--- src/rtl/program_loader.sv ---
// program_loader: writer side of the CPU instruction store.
// Instructions keyed on the switches are committed one per button press into
// a small RAM while in LOAD mode; the CPU controller reads them back in IDLE
// through a combinational, 1-based line port.
// Optional feature macro: PROG_CHECKSUM_EN (running XOR of accepted writes).
//
// Commit protocol: wr_btn is a debounced level. A write is requested only on
// its rising edge (wr_pulse, exactly one cycle per press) and is accepted only
// in LOAD with room left; a request while full sets the sticky overflow flag.
module program_loader #(
  parameter int              DEPTH         = 16,
  parameter int              AW            = 4,
  parameter logic [7:0]      DEFAULT_INSTR = 8'b01110000
) (
  input  logic          clk,
  input  logic          clr,
  input  logic          load_en,
  input  logic          wr_btn,
  input  logic [7:0]    instr_in,
  input  logic [9:0]    rd_addr,
  output logic [7:0]    instr_out,
  output logic [AW:0]   prog_len,
  output logic          loading,
  output logic          full,
  output logic          overflow,
  output logic [7:0]    checksum,
  output logic          state_dbg
);

  typedef enum logic {
    IDLE = 1'b0,
    LOAD = 1'b1
  } state_t;

  localparam logic [AW:0]   FULL_LEN = (AW+1)'(DEPTH);
  localparam logic [AW-1:0] LAST_PTR = AW'(DEPTH - 1);

  state_t          state_q, state_d;
  logic [AW-1:0]   wr_ptr_q, wr_ptr_d;
  logic [AW:0]     prog_len_q, prog_len_d;
  logic            overflow_q, overflow_d;
  logic            btn_q;
  logic            wr_pulse;
  logic            mem_we;
  logic [7:0]      mem_q [DEPTH];
  logic            rd_hit;
  logic [AW-1:0]   rd_idx;

  assign wr_pulse = wr_btn & ~btn_q;

  // Button history; tracks in every state so a held button never fires on LOAD entry.
  always_ff @(posedge clk or negedge clr) begin
    if (!clr) btn_q <= 1'b0;
    else      btn_q <= wr_btn;
  end

  // Control state register.
  always_ff @(posedge clk or negedge clr) begin
    if (!clr) begin
      state_q    <= IDLE;
      wr_ptr_q   <= '0;
      prog_len_q <= '0;
      overflow_q <= 1'b0;
    end else begin
      state_q    <= state_d;
      wr_ptr_q   <= wr_ptr_d;
      prog_len_q <= prog_len_d;
      overflow_q <= overflow_d;
    end
  end

  // Next-state: LOAD entry clears the program; writes only in LOAD; a write on
  // the same edge load_en falls is still accepted.
  always_comb begin
    state_d    = state_q;
    wr_ptr_d   = wr_ptr_q;
    prog_len_d = prog_len_q;
    overflow_d = overflow_q;
    mem_we     = 1'b0;
    case (state_q)
      IDLE: begin
        if (load_en) begin
          state_d    = LOAD;
          wr_ptr_d   = '0;
          prog_len_d = '0;
          overflow_d = 1'b0;
        end
      end
      LOAD: begin
        if (wr_pulse) begin
          if (prog_len_q < FULL_LEN) begin
            mem_we     = 1'b1;
            prog_len_d = prog_len_q + 1'b1;
            // Pointer saturates on the last slot instead of wrapping.
            if (wr_ptr_q != LAST_PTR) wr_ptr_d = wr_ptr_q + 1'b1;
          end else begin
            overflow_d = 1'b1;
          end
        end
        if (!load_en) state_d = IDLE;
      end
      default: state_d = IDLE;
    endcase
  end

  // Instruction RAM; contents are unreachable while prog_len is zero, so no reset.
  always_ff @(posedge clk) begin
    if (mem_we) mem_q[wr_ptr_q] <= instr_in;
  end

`ifdef PROG_CHECKSUM_EN
  logic [7:0] checksum_q, checksum_d;

  // Running XOR of accepted words; cleared on LOAD entry, held in IDLE.
  always_comb begin
    checksum_d = checksum_q;
    if (state_q == IDLE && load_en) checksum_d = 8'h00;
    else if (mem_we)                checksum_d = checksum_q ^ instr_in;
  end

  // Checksum register.
  always_ff @(posedge clk or negedge clr) begin
    if (!clr) checksum_q <= 8'h00;
    else      checksum_q <= checksum_d;
  end

  assign checksum = checksum_q;
`else
  assign checksum = 8'h00;
`endif

  // Read port: lines are 1-based; anything not holding a stored word, and the
  // whole LOAD state, returns the default STORE-to-LEDs instruction.
  assign rd_idx = AW'(rd_addr - 10'd1);
  assign rd_hit = (state_q == IDLE) && (rd_addr != 10'd0) &&
                  (rd_addr <= 10'(prog_len_q));

  always_comb begin
    instr_out = DEFAULT_INSTR;
    if (rd_hit) instr_out = mem_q[rd_idx];
  end

  assign prog_len  = prog_len_q;
  assign loading   = (state_q == LOAD);
  assign full      = (prog_len_q == FULL_LEN);
  assign overflow  = overflow_q;
  assign state_dbg = state_q;

endmodule
--- config.mk ---
export PLATFORM = sky130hd
export DESIGN_NAME = program_loader
export DESIGN_NICKNAME = d
export VERILOG_FILES = /design/src/rtl/program_loader.sv
export SDC_FILE = /design/constraint.sdc
export NUM_CORES = 1
export LEC_CHECK = 0
export ABC_CLOCK_PERIOD_IN_PS = 3500
export BUFFER_PORTS_ARGS = -buffer_cell sky130_fd_sc_hd__buf_2
export CORE_ASPECT_RATIO = 0.7
export CORE_UTILIZATION = 40
export DETAILED_ROUTE_END_ITERATION = 16
export GPL_TIMING_DRIVEN = 0
export PLACE_DENSITY_LB_ADDON = 0.2
export SLEW_MARGIN = 20
export SYNTH_ARGS = -nofsm -noshare
export SYNTH_HDL_FRONTEND = slang
export SYNTH_SLANG_ARGS = --single-unit
--- constraint.sdc ---
create_clock -name clk -period 3.5 [get_ports clk]
set_input_delay 0.7 -clock clk [delete_from_list [all_inputs] [get_ports clk]]
set_output_delay 0.7 -clock clk [all_outputs]
set_load 0.005 [all_outputs]
==> results of run 1 <==
[routing by layer]
metal,up-vias,GRT usage (%),part of all wire [%]
met3,14,3.46,4.6
met1,1633,25.9,50
met5,-,0,0
li1,1440,-,-
met2,97,24.4,44
met4,0,5.96,1.0
[state kept, by name, summed over array words and instances, names as in the netlist]
signal / flops
mem_q: 128
prog_len: 5
wr_ptr_q: 4
btn_q: 1
loading: 1
overflow: 1
[cells by family (layout without fill, tap and decap cells)]
family / Yosys count / after routing
fa+ha+maj: 13 / 13
mux: 32 / 32
buf+inv: 56 / 127
xor+xnor: 6 / 6
compound gates: 32 / 32
simple gates: 63 / 63
other cells: 1 / 8
flops: 140 / 140
[stage by stage]
| stage | hold WS [ns] | util, % |
|---|---|---|
| after floorplan | 0.404 | - |
| after global placement | 0.521 | 45.0 |
| after detailed placement | 0.529 | 45.2 |
| after CTS | 0.158 | 49.6 |
| after global routing | 0.170 | 49.8 |
| final | 0.164 | 49.8 |
[worst register-to-register path, cell delays in order, from the launching register on]
cell	delay [ns]
sky130_fd_sc_hd__dfrtp_1	0.52
sky130_fd_sc_hd__nor4bb_1	0.50
sky130_fd_sc_hd__clkbuf_1	0.37
sky130_fd_sc_hd__nand3_1	0.21
sky130_fd_sc_hd__nor2_1	0.81
[report_power, final]
group	switching (mW)	total (mW)	internal, mW	leakage (nW)
combinational	0.159	0.275	0.117	0.933
sequential	0.0134	1.86	1.84	1.31
clock	0.724	1.79	1.06	0.275
total	0.896	3.92	3.02	2.52
[cells in the final DEF, fill, tap and decap left out, types with 11 or more instances in the layout]
cell type | netlist | layout
sky130_fd_sc_hd__clkbuf_16 | 0 | 17
sky130_fd_sc_hd__buf_4 | 12 | 13
sky130_fd_sc_hd__mux4_2 | 32 | 32
sky130_fd_sc_hd__nor2_1 | 11 | 11
sky130_fd_sc_hd__nor2b_1 | 13 | 13
sky130_fd_sc_hd__inv_1 | 30 | 30
sky130_fd_sc_hd__edfxtp_1 | 128 | 128
sky130_fd_sc_hd__dfrtp_1 | 12 | 12
sky130_fd_sc_hd__ha_1 | 13 | 12
sky130_fd_sc_hd__buf_2 | 0 | 37
[layout make-up]
type | instances | share of cell area, %
timing repair buffer | 39 | 2.83
sequential | 140 | 58.5
buffer | 19 | 2.12
multi-input combinational | 154 | 22.9
clock inverter | 14 | 2.26
tap | 190 | 3.36
inverter | 37 | 1.96
clock buffer | 18 | 6.06
[repair_timing]
item	in CTS	in global routing
hold endpoints to repair	0	0
setup endpoints to repair	8	7
resized for setup	14	3
pin swaps	0	0
[how the worst max path moves through the flow]
stage | startpoint | endpoint | slack [ns] | depth (start not counted)
detailed placement | rd_addr[0] | instr_out[2] | -0.84 | 9
global route | rd_addr[0] | instr_out[4] | -0.007 | 9
finish | rd_addr[0] | instr_out[4] | 0.10 | 9
floorplan | rd_addr[0] | instr_out[1] | 0.0009 | 8
global placement | rd_addr[0] | instr_out[2] | -0.85 | 9
CTS | rd_addr[0] | instr_out[5] | 0.01 | 10
==> run summary, run 1 <==
* CTS H-Tree Depth: 4
* cell leakage power: 2.52 nW
* Post-DP Area: 6440 sq um
* xor-xnor portion of the synthesized cell area: 0.883%
* Synth Area in Simple Gates: 6.05%
* via count normalized by instance count: 5.21
* first-pass GRT wire length: 18.8 mm
* crit path DAT: 2.70 ns
* proportion of layout cells with a drive suffix above 1: 31.8%
* share of cell area taken by muxes after synthesis: 12.1%
* Sequential Area: 4140 sq um
* num ports: 47
* main combinational cell family by area after synthesis: multiplexers
* total die area: 15400 sq um
* ANT nets after route: 0
* post-synth top area cell: sky130_fd_sc_hd__edfxtp_1
* number of standard cells after synthesis: 343
* most frequent cells after synthesis: sky130_fd_sc_hd__edfxtp_1, sky130_fd_sc_hd__mux4_2, sky130_fd_sc_hd__inv_1
* final count of hold timing violations: 0
* final sum of negative setup slack: 0 ns
* total wire length after detailed routing: 12.4 mm
* mean routed wirelength per cell: 20.3 microns
* total of buffers placed on input and output ports: 37
* end of the worst register-to-register path: mem_q[13][0]
* synthesis-to-layout area growth: 19.0%
* number of pins with negative max-slew slack in the final report: 0
* most area-consuming cells after synthesis: sky130_fd_sc_hd__edfxtp_1, sky130_fd_sc_hd__mux4_2, sky130_fd_sc_hd__dfrtp_1, sky130_fd_sc_hd__ha_1, sky130_fd_sc_hd__inv_1
* number of post-CTS setup repair buffers: 0
* nets: 443
* gr usage total: 17.1%
* critical-path cell with the highest stage delay: sky130_fd_sc_hd__or4_4
* buffer and inverter count on the worst path: 4
* count of standard-cell rows: 36
* CTS tree: built
* clock buffer count from CTS: 17
* Critical Path, Cell by Cell: clkbuf_4 > buf_8 > inv_1 > ha_1 > nor4b_1 > or4_4 > a21oi_4 > o2111ai_1 > buf_2
* Fmax: 294 MHz
* Final Cycle Share: 97.1%
* pwr/cell area: 553 nW/um^2
* peak ir drop on the vdd network: 0.381 mV
* critical path's largest stage delay: 0.43 ns
* area share of the largest cell type after synthesis: 64.6%
* Power Total: 3.92 mW
* nature of the critical path startpoint: input pin
* cell area after synthesis: 5950 sq um
* effective utilization at floorplan: 41.8%
* cell type group with the largest total delay on the critical path: buffers and inverters
* Vias: 3184
* final antenna diode count: 0
* Final min period: 3.40 ns
* endpoint class of the critical path: output port
* unique cell type count in the Yosys netlist: 45
* min-delay worst type: input pin to asynchronous set/reset pin
* Setup CP Type: input pin to output port
* Post-CTS Hold Buffers: 0
* area occupied by multi-input gates: 1620 sq um
* EDFF count, synth: 128
* length of the first detailed-routing pass in iterations: 4
* flop-to-flop setup slack: 0.71 ns
* Placed Instances: 579
* Remaining Overflow, GRT: 0
* GPL Wtd Cong: 0.760
* source-to-sink clock delay at the later pin of the worst-skew pair: 0.41 ns
* count of yosys warnings during synthesis: 0
* count of fill cells added during filler insertion: 1215
* Worst Reg-to-Reg Cells: 4
* worst setup slack before clock tree synthesis: -0.844 ns
* vias in the first global route: 3120
* iteration-0 DRC count of the detailed router: 220
* Yosys reg bits: 140
* Top FF cell, synth: sky130_fd_sc_hd__edfxtp_1
* post-route non-filler standard cell count: 611
* Core Box Area: 14200 sq um
* maximum number of buffers from clock root to sink: 2
* post-route standard cell area excluding fillers: 7080 sq um
* data required time of the critical path: 2.80 ns
* half-perimeter wire length after placement: 8.26 mm
* complex-gate fraction of the synthesized area: 4.29%
* Setup violations, final: 0
* Clk Tree Root Cell: sky130_fd_sc_hd__clkbuf_16
* final setup slack of the worst path: 0.100 ns
* outcome: finished, final reports clean
* vertical die dimension: 104 microns
* maximum number of pins on one net before global-route repair: 17
* RR Startpoint: loading
* adder and majority gate portion of the synthesized area: 2.73%
* max cap viols: 0
* pin slew with the least headroom to its limit: 1.01 ns
* fraction of the yosys area taken by sequential cells: 69.6%
* worst rel slew slack: 32.3%
* maximum fanout encountered on the critical timing path: 10
* RSZ-0062 raised after global routing: yes
* Async SR Flop Fraction: 8.57%
* most frequent cell after synthesis: sky130_fd_sc_hd__edfxtp_1
* clock-pin transition on the worst setup and hold timing paths: 0.06 ns
* horizontal die dimension: 148 microns
* Post-Route Skew: 0.00764 ns
* Remaining DRCs: 0
* clock sink count: 140
* syn avg cell area: 17.4 sq um
* number of antenna violations at the first check in global routing: 0
(Power assumes the default switching activity.)
==> run 2: changes to the inputs <==
--- a/config.mk
+++ b/config.mk
@@ -5,7 +5,7 @@
 export SDC_FILE = /design/constraint.sdc
 export NUM_CORES = 1
 export LEC_CHECK = 0
-export ABC_CLOCK_PERIOD_IN_PS = 3500
+export ABC_CLOCK_PERIOD_IN_PS = 4110
 export BUFFER_PORTS_ARGS = -buffer_cell sky130_fd_sc_hd__buf_2
 export CORE_ASPECT_RATIO = 0.7
 export CORE_UTILIZATION = 40
==> constraint.sdc (replaced) <==
create_clock -name clk -period 4.11 [get_ports clk]
set_input_delay 0.822 -clock clk [delete_from_list [all_inputs] [get_ports clk]]
set_output_delay 0.822 -clock clk [all_outputs]
set_load 0.005 [all_outputs]
==> run 2 against run 1 <==
Critical path depth stayed put; worst setup slack improved by 0.11 ns; largest cell class unchanged; non-clock buffer count stayed put; cell count did not move; sequential cell count stayed put; clock skew is 0.0010 ns higher; first-iteration DRC count decreased by 4.5%; via count down 0.47%.
==> run summary, run 2 (same netlist as run 1, synthesis figures left out) <==
* outcome: finished, final reports clean
* Setup CP Type: input pin to output port
* count of fill cells added during filler insertion: 1225, +0.82%
* total of buffers placed on input and output ports: 37, unchanged
* number of post-CTS setup repair buffers: 0, unchanged
* buffer and inverter count on the worst path: 5, +1
* ANT nets after route: 0, unchanged
* combinational share of power: 6.8%, -0.2 points
* clock-pin transition on the worst setup and hold timing paths: 0.06 ns, about the same
* cell type group with the largest total delay on the critical path: buffers and inverters
* Clk Tree Root Cell: sky130_fd_sc_hd__clkbuf_16
* cell leakage power: 2.51 nW, -0.26%
* Final min period: 3.90 ns
* data required time of the critical path: 3.29 ns, +0.49 ns
* worst rel slew slack: 34.1%, +1.8 points
* cell internal power dissipation: 2.57 mW, -15%
* largest register by flop count: mem_q
* effective utilization at floorplan: 41.8%, unchanged
* proportion of layout cells with a drive suffix above 1: 31.4%, -0.48 points
* Critical Path, Cell by Cell: clkbuf_2 > buf_6 > inv_1 > ha_1 > clkbuf_4 > mux4_2 > nor2b_1 > o31a_1 > buf_2
* length of the first detailed-routing pass in iterations: 4, unchanged
* final sum of negative setup slack: 0 ns, unchanged
* clock buffer count from CTS: 17, unchanged
* nature of the critical path startpoint: input pin
* mean routed wirelength per cell: 20.3 microns, about the same
* count of standard-cell rows: 36, unchanged
* vertical die dimension: 104 microns, unchanged
* GPL Wtd Cong: 0.760, unchanged
* number of pins with negative max-slew slack in the final report: 0, unchanged
* maximum fanout encountered on the critical timing path: 10, unchanged
* commonest cells after routing, fill and taps aside: sky130_fd_sc_hd__edfxtp_1, sky130_fd_sc_hd__buf_2, sky130_fd_sc_hd__mux4_2
* clock sink count: 140, unchanged
* Final Cycle Share: 94.9%
* peak ir drop on the vdd network: 0.327 mV, -14%
* source-to-sink clock delay at the later pin of the worst-skew pair: 0.41 ns, about the same
* num ports: 47, unchanged
* power share of the clock group: 45.7%, about the same
* first-pass GRT wire length: 18.8 mm, -0.22%
* final antenna diode count: 0, unchanged
* synthesis-to-layout area growth: 18.4%
* worst hold slack across all endpoints: 0.287 ns, +0.123 ns
* Remaining DRCs: 0, unchanged
* RSZ-0062 raised after global routing: no
* Post-Route Skew: 0.00867 ns, +0.00103 ns
* number of antenna violations at the first check in global routing: 0, unchanged
* Net Sw Power: 759 uW, -15%
* total wire length after detailed routing: 12.4 mm, about the same
* iteration-0 DRC count of the detailed router: 210, -4.5%
* critical-path cell with the highest stage delay: sky130_fd_sc_hd__ha_1
* max cap viols: 0, unchanged
* leading cell type in the layout, fill and taps excluded: sky130_fd_sc_hd__edfxtp_1
* maximum number of pins on one net before global-route repair: 17, unchanged
* total die area: 15400 sq um, unchanged
* Remaining Overflow, GRT: 0, unchanged
* pin slew with the least headroom to its limit: 0.985 ns, -0.0269 ns
* endpoint class of the critical path: output port
* pwr/cell area: 472 nW/um^2, -15%
* via count normalized by instance count: 5.19, -0.47%
* Setup violations, final: 0, unchanged
* share of power burned in registers: 47.5%, about the same
* Fmax: 256 MHz
* min-delay worst type: input pin to asynchronous set/reset pin
* crit path DAT: 3.08 ns, +0.38 ns
* final count of hold timing violations: 0, unchanged
* CTS tree: built
* maximum number of buffers from clock root to sink: 2, unchanged
* CTS H-Tree Depth: 4, unchanged
* switching share of power: 22.8%, -0.050 points
* horizontal die dimension: 148 microns, unchanged
* Vias: 3169, -0.47%
* Post-CTS Hold Buffers: 0, unchanged
* half-perimeter wire length after placement: 8.26 mm, unchanged
* critical path's largest stage delay: 0.42 ns, about the same
* vias in the first global route: 3095, -0.80%
* gr usage total: 17.1%, -0.019 points
* Resized Gates After CTS: 4, -10
* Core Box Area: 14200 sq um, unchanged
* nets: 443, unchanged
* max reg flops: 128, unchanged
-- run 2: cell types whose count changed in the layout (fill, tap and decap cells not counted), sizes merged --
cell	previous run	this run
buf	54	51
clkbuf	22	25
-- run 2: worst reg2reg max path: cells and delay by family (launching register included) --
| kind | cells | cell delay, ns |
|---|---|---|
| flip-flops | 1 | 0.51 |
| AND/OR/NAND/NOR | 3 | 1.48 |
| buffers and inverters | 1 | 0.37 |
-- run 2: metal layers --
| metal | GRT usage (%) | routed length (microns) | up-vias |
|---|---|---|---|
| li1 | - | - | 1441 |
| met1 | 26.1 | 6110 | 1632 |
| met2 | 24.4 | 5560 | 86 |
| met3 | 3.16 | 607 | 10 |
| met4 | 5.96 | 107 | 0 |
| met5 | 0 | 0 | - |
-- run 2: path summary, 6_finish.rpt --
path                                 start      endpoint  slack (ns)  depth (start not counted)
min in group clk                    wr_btn         btn_q        0.54                          1
max in group asynchronous              clr   prog_len[0]        3.59                          1
worst max-delay path            rd_addr[0]  instr_out[2]        0.21                          9
worst max register to register     loading  mem_q[14][1]        1.35                          4
worst min-delay path                   clr      overflow        0.29                          1
worst min register to register    overflow      overflow        0.54                          2
-- run 2: area by class of cell --
type | instances | area [sq um] | share of cell area, %
multi-input combinational | 154 | 1610 | 22.8
timing repair buffer | 39 | 200 | 2.84
clock buffer | 18 | 429 | 6.09
buffer | 19 | 133 | 1.88
tap | 190 | 238 | 3.37
inverter | 37 | 139 | 1.97
clock inverter | 14 | 160 | 2.27
sequential | 140 | 4140 | 58.8
-- run 2: per-stage QoR --
step | util, % | instance area (sq um) | power, mW | std cells | setup WS [ns]
floorplan | - | 5980 | 1.75 | 350 | 0.367
global placement | 45.0 | 6400 | 1.83 | 577 | -0.483
detailed placement | 45.2 | 6440 | 1.84 | 579 | -0.478
CTS | 49.4 | 7030 | 3.35 | 611 | 0.0317
global route | 49.5 | 7050 | 3.43 | 611 | 0.0620
finish | 49.5 | 7050 | 3.33 | 611 | 0.209
-- run 2: power groups by stage --
stage	logic (mW)	registers [mW]	clock network, mW
final	0.228	1.58	1.52
after global routing	0.248	1.58	1.60
after CTS	0.227	1.58	1.54
after detailed placement	0.225	1.61	0
after global placement	0.220	1.61	0
after floorplan	0.142	1.61	0
==> run 3: changes to the inputs <==
--- a/config.mk
+++ b/config.mk
@@ -8,7 +8,7 @@
 export ABC_CLOCK_PERIOD_IN_PS = 4110
 export BUFFER_PORTS_ARGS = -buffer_cell sky130_fd_sc_hd__buf_2
 export CORE_ASPECT_RATIO = 0.7
-export CORE_UTILIZATION = 40
+export CORE_UTILIZATION = 56
 export DETAILED_ROUTE_END_ITERATION = 16
 export GPL_TIMING_DRIVEN = 0
 export PLACE_DENSITY_LB_ADDON = 0.2
==> run 3 against run 2 <==
The flow now finishes with violations (design-rule violations); via count is 0.98% lower; design area is 1.8% lower; first-iteration DRC count is 70% higher; fmax is 0.90% lower; hold slack worse by 0.014 ns; routed wire length is 6.0% lower; power is 3.1% lower; combinational power is 2% lower; global-route usage is 5.9 points higher; worst setup slack worse by 0.036 ns; clock skew is 0.0027 ns higher.
==> run summary, run 3 (same netlist as run 1, synthesis figures left out) <==
* critical-path cell with the highest stage delay: sky130_fd_sc_hd__ha_1
* RSZ-0062 raised after global routing: no
* final antenna diode count: 0, unchanged
* count of fill cells added during filler insertion: 715, -42%
* max reg flops: 128, unchanged
* Remaining Overflow, GRT: 0, unchanged
* Fmax: 254 MHz, -0.90%
* mean routed wirelength per cell: 21.1 microns, +4.3%
* Setup violations, final: 0, unchanged
* Remaining DRCs: 2, +2
* via count normalized by instance count: 5.70, +9.8%
* maximum number of buffers from clock root to sink: 2, unchanged
* Setup CP Type: input pin to output port
* fin util: 66.8%, +17 points
* violated checks: design-rule violations
* CTS H-Tree Depth: 4, unchanged
* outcome: finished with violations
* total of buffers placed on input and output ports: 37, unchanged
* maximum fanout encountered on the critical timing path: 10, unchanged
* Final Cycle Share: 95.8%, +0.87 points
* min-delay worst type: input pin to asynchronous set/reset pin
* nets: 441, -0.45%
* ANT nets after route: 0, unchanged
* gr usage total: 23.0%, +5.9 points
* peak ir drop on the vdd network: 0.394 mV, +20%
* length of the first detailed-routing pass in iterations: 13, +9
* clock-pin transition on the worst setup and hold timing paths: 0.06 ns, about the same
* first-pass GRT wire length: 17.7 mm, -5.8%
* nature of the critical path startpoint: input pin
* clock sink count: 140, unchanged
* iteration-0 DRC count of the detailed router: 357, +70%
* Vias: 3138, -0.98%
* endpoint class of the critical path: output port
* crit path DAT: 3.11 ns, +0.03 ns
* final count of hold timing violations: 0, unchanged
* commonest cells after routing, fill and taps aside: sky130_fd_sc_hd__edfxtp_1, sky130_fd_sc_hd__buf_2, sky130_fd_sc_hd__mux4_2
* Worst Reg-to-Reg Cells: 4, unchanged
* clock buffer count from CTS: 17, unchanged
* Critical Path, Cell by Cell: clkbuf_2 > buf_4 > inv_1 > ha_1 > clkbuf_4 > mux4_2 > inv_1 > o22ai_1 > o31a_1 > buf_2
* synthesis-to-layout area growth: 16.2%
* Post-DP Area: 6350 sq um, -1.4%
* post-route standard cell area excluding fillers: 6920 sq um, -1.8%
* proportion of layout cells with a drive suffix above 1: 31.0%, -0.33 points
* Final min period: 3.94 ns, +0.0356 ns
* pwr/cell area: 466 nW/um^2, -1.3%
* Post-Route Skew: 0.0114 ns, +0.00269 ns
* Core Box Area: 10400 sq um, -27%
* leading cell type in the layout, fill and taps excluded: sky130_fd_sc_hd__edfxtp_1
* half-perimeter wire length after placement: 7.74 mm, -6.3%
* pin slew with the least headroom to its limit: 0.923 ns, -0.0621 ns
* number of pins with negative max-slew slack in the final report: 0, unchanged
* effective utilization at floorplan: 57.5%, +16 points
* number of antenna violations at the first check in global routing: 0, unchanged
* CTS tree: built
* most used cell along the critical path: sky130_fd_sc_hd__inv_1
* cell leakage power: 2.49 nW, -0.90%
* total die area: 11100 sq um, -28%
* source-to-sink clock delay at the later pin of the worst-skew pair: 0.42 ns, about the same
* worst rel slew slack: 38.3%, +4.2 points
* vias in the first global route: 3101, +0.19%
* critical path's largest stage delay: 0.39 ns, -0.03 ns
* count of standard-cell rows: 31, -14%
* number of post-CTS setup repair buffers: 0, unchanged
* GPL Wtd Cong: 0.789, +3.8%
* largest register by flop count: mem_q
* data required time of the critical path: 3.29 ns, about the same
* Post-CTS Hold Buffers: 0, unchanged
* vertical die dimension: 88.3 microns, -15%
* max cap viols: 0, unchanged
* post-route non-filler standard cell count: 551, -9.8%
* Placed Instances: 519, -10%
* maximum number of pins on one net before global-route repair: 17, unchanged
* horizontal die dimension: 125 microns, -15%
* num ports: 47, unchanged
* total wire length after detailed routing: 11.7 mm, -6.0%
* Clk Tree Root Cell: sky130_fd_sc_hd__clkbuf_16
==> run 3: timing repair <==
item                                   4_1_cts  5_1_grt
gates resized for setup                      5        1
endpoints found under the hold margin        0        0
setup endpoints to repair                    8        4
pin swaps                                    0        0
==> run 3: worst paths after layout <==
kind,start,end,slack (ns)
setup / recovery,rd_addr[0],instr_out[2],0.17
hold / removal,clr,wr_ptr_q[0],0.27
setup reg to reg,loading,mem_q[15][1],1.34
max in group asynchronous,clr,prog_len[1],3.61
min in group clk,wr_btn,btn_q,0.53
hold reg to reg,overflow,overflow,0.53
==> run 3: per-layer routing <==
| metal | up-vias | share of wire, % | track usage (%) |
|---|---|---|---|
| met2 | 110 | 44 | 33.3 |
| met3 | 12 | 8.7 | 5.74 |
| met5 | - | 0 | 0 |
| met4 | 0 | 1.3 | 8.20 |
| met1 | 1583 | 46 | 34.5 |
| li1 | 1433 | - | - |
==> run 3: layout make-up <==
class / count / area [sq um] / area share [%]
plain buffers: 19 / 124 / 1.79
inverters: 37 / 139 / 2.01
clock buffers: 17 / 425 / 6.15
flip-flops and latches: 140 / 4140 / 59.9
repair buffers: 37 / 185 / 2.68
well taps: 132 / 165 / 2.39
clock inverters: 15 / 131 / 1.90
multi-input cells: 154 / 1610 / 23.2
==> run 3: stage by stage <==
step | power, mW | TNS [ns] | setup WS (ns) | hold WS [ns]
2_1_floorplan | 1.75 | 0 | 0.367 | 0.523
4_1_cts | 3.24 | 0 | 0.0733 | 0.269
5_1_grt | 3.32 | 0 | 0.0160 | 0.295
6_report | 3.23 | 0 | 0.173 | 0.272
3_3_place_gp | 1.83 | -2.84 | -0.439 | 0.514
3_5_place_dp | 1.83 | -3.07 | -0.458 | 0.526
==> run 3: worst max-delay path, delay by kind of cell <==
family          cells  cell delay (ns)
mux                 1             0.33
buf+inv             6             1.10
compound gates      2             0.46
fa+ha+maj           1             0.39
==> run 3: power by group <==
part / internal (mW) / total (mW) / leakage (nW) / switching [mW]
Combinational: 0.0931 / 0.224 / 0.913 / 0.131
Sequential: 1.57 / 1.58 / 1.31 / 0.0114
Clock: 0.791 / 1.42 / 0.265 / 0.629
Total: 2.45 / 3.23 / 2.49 / 0.771
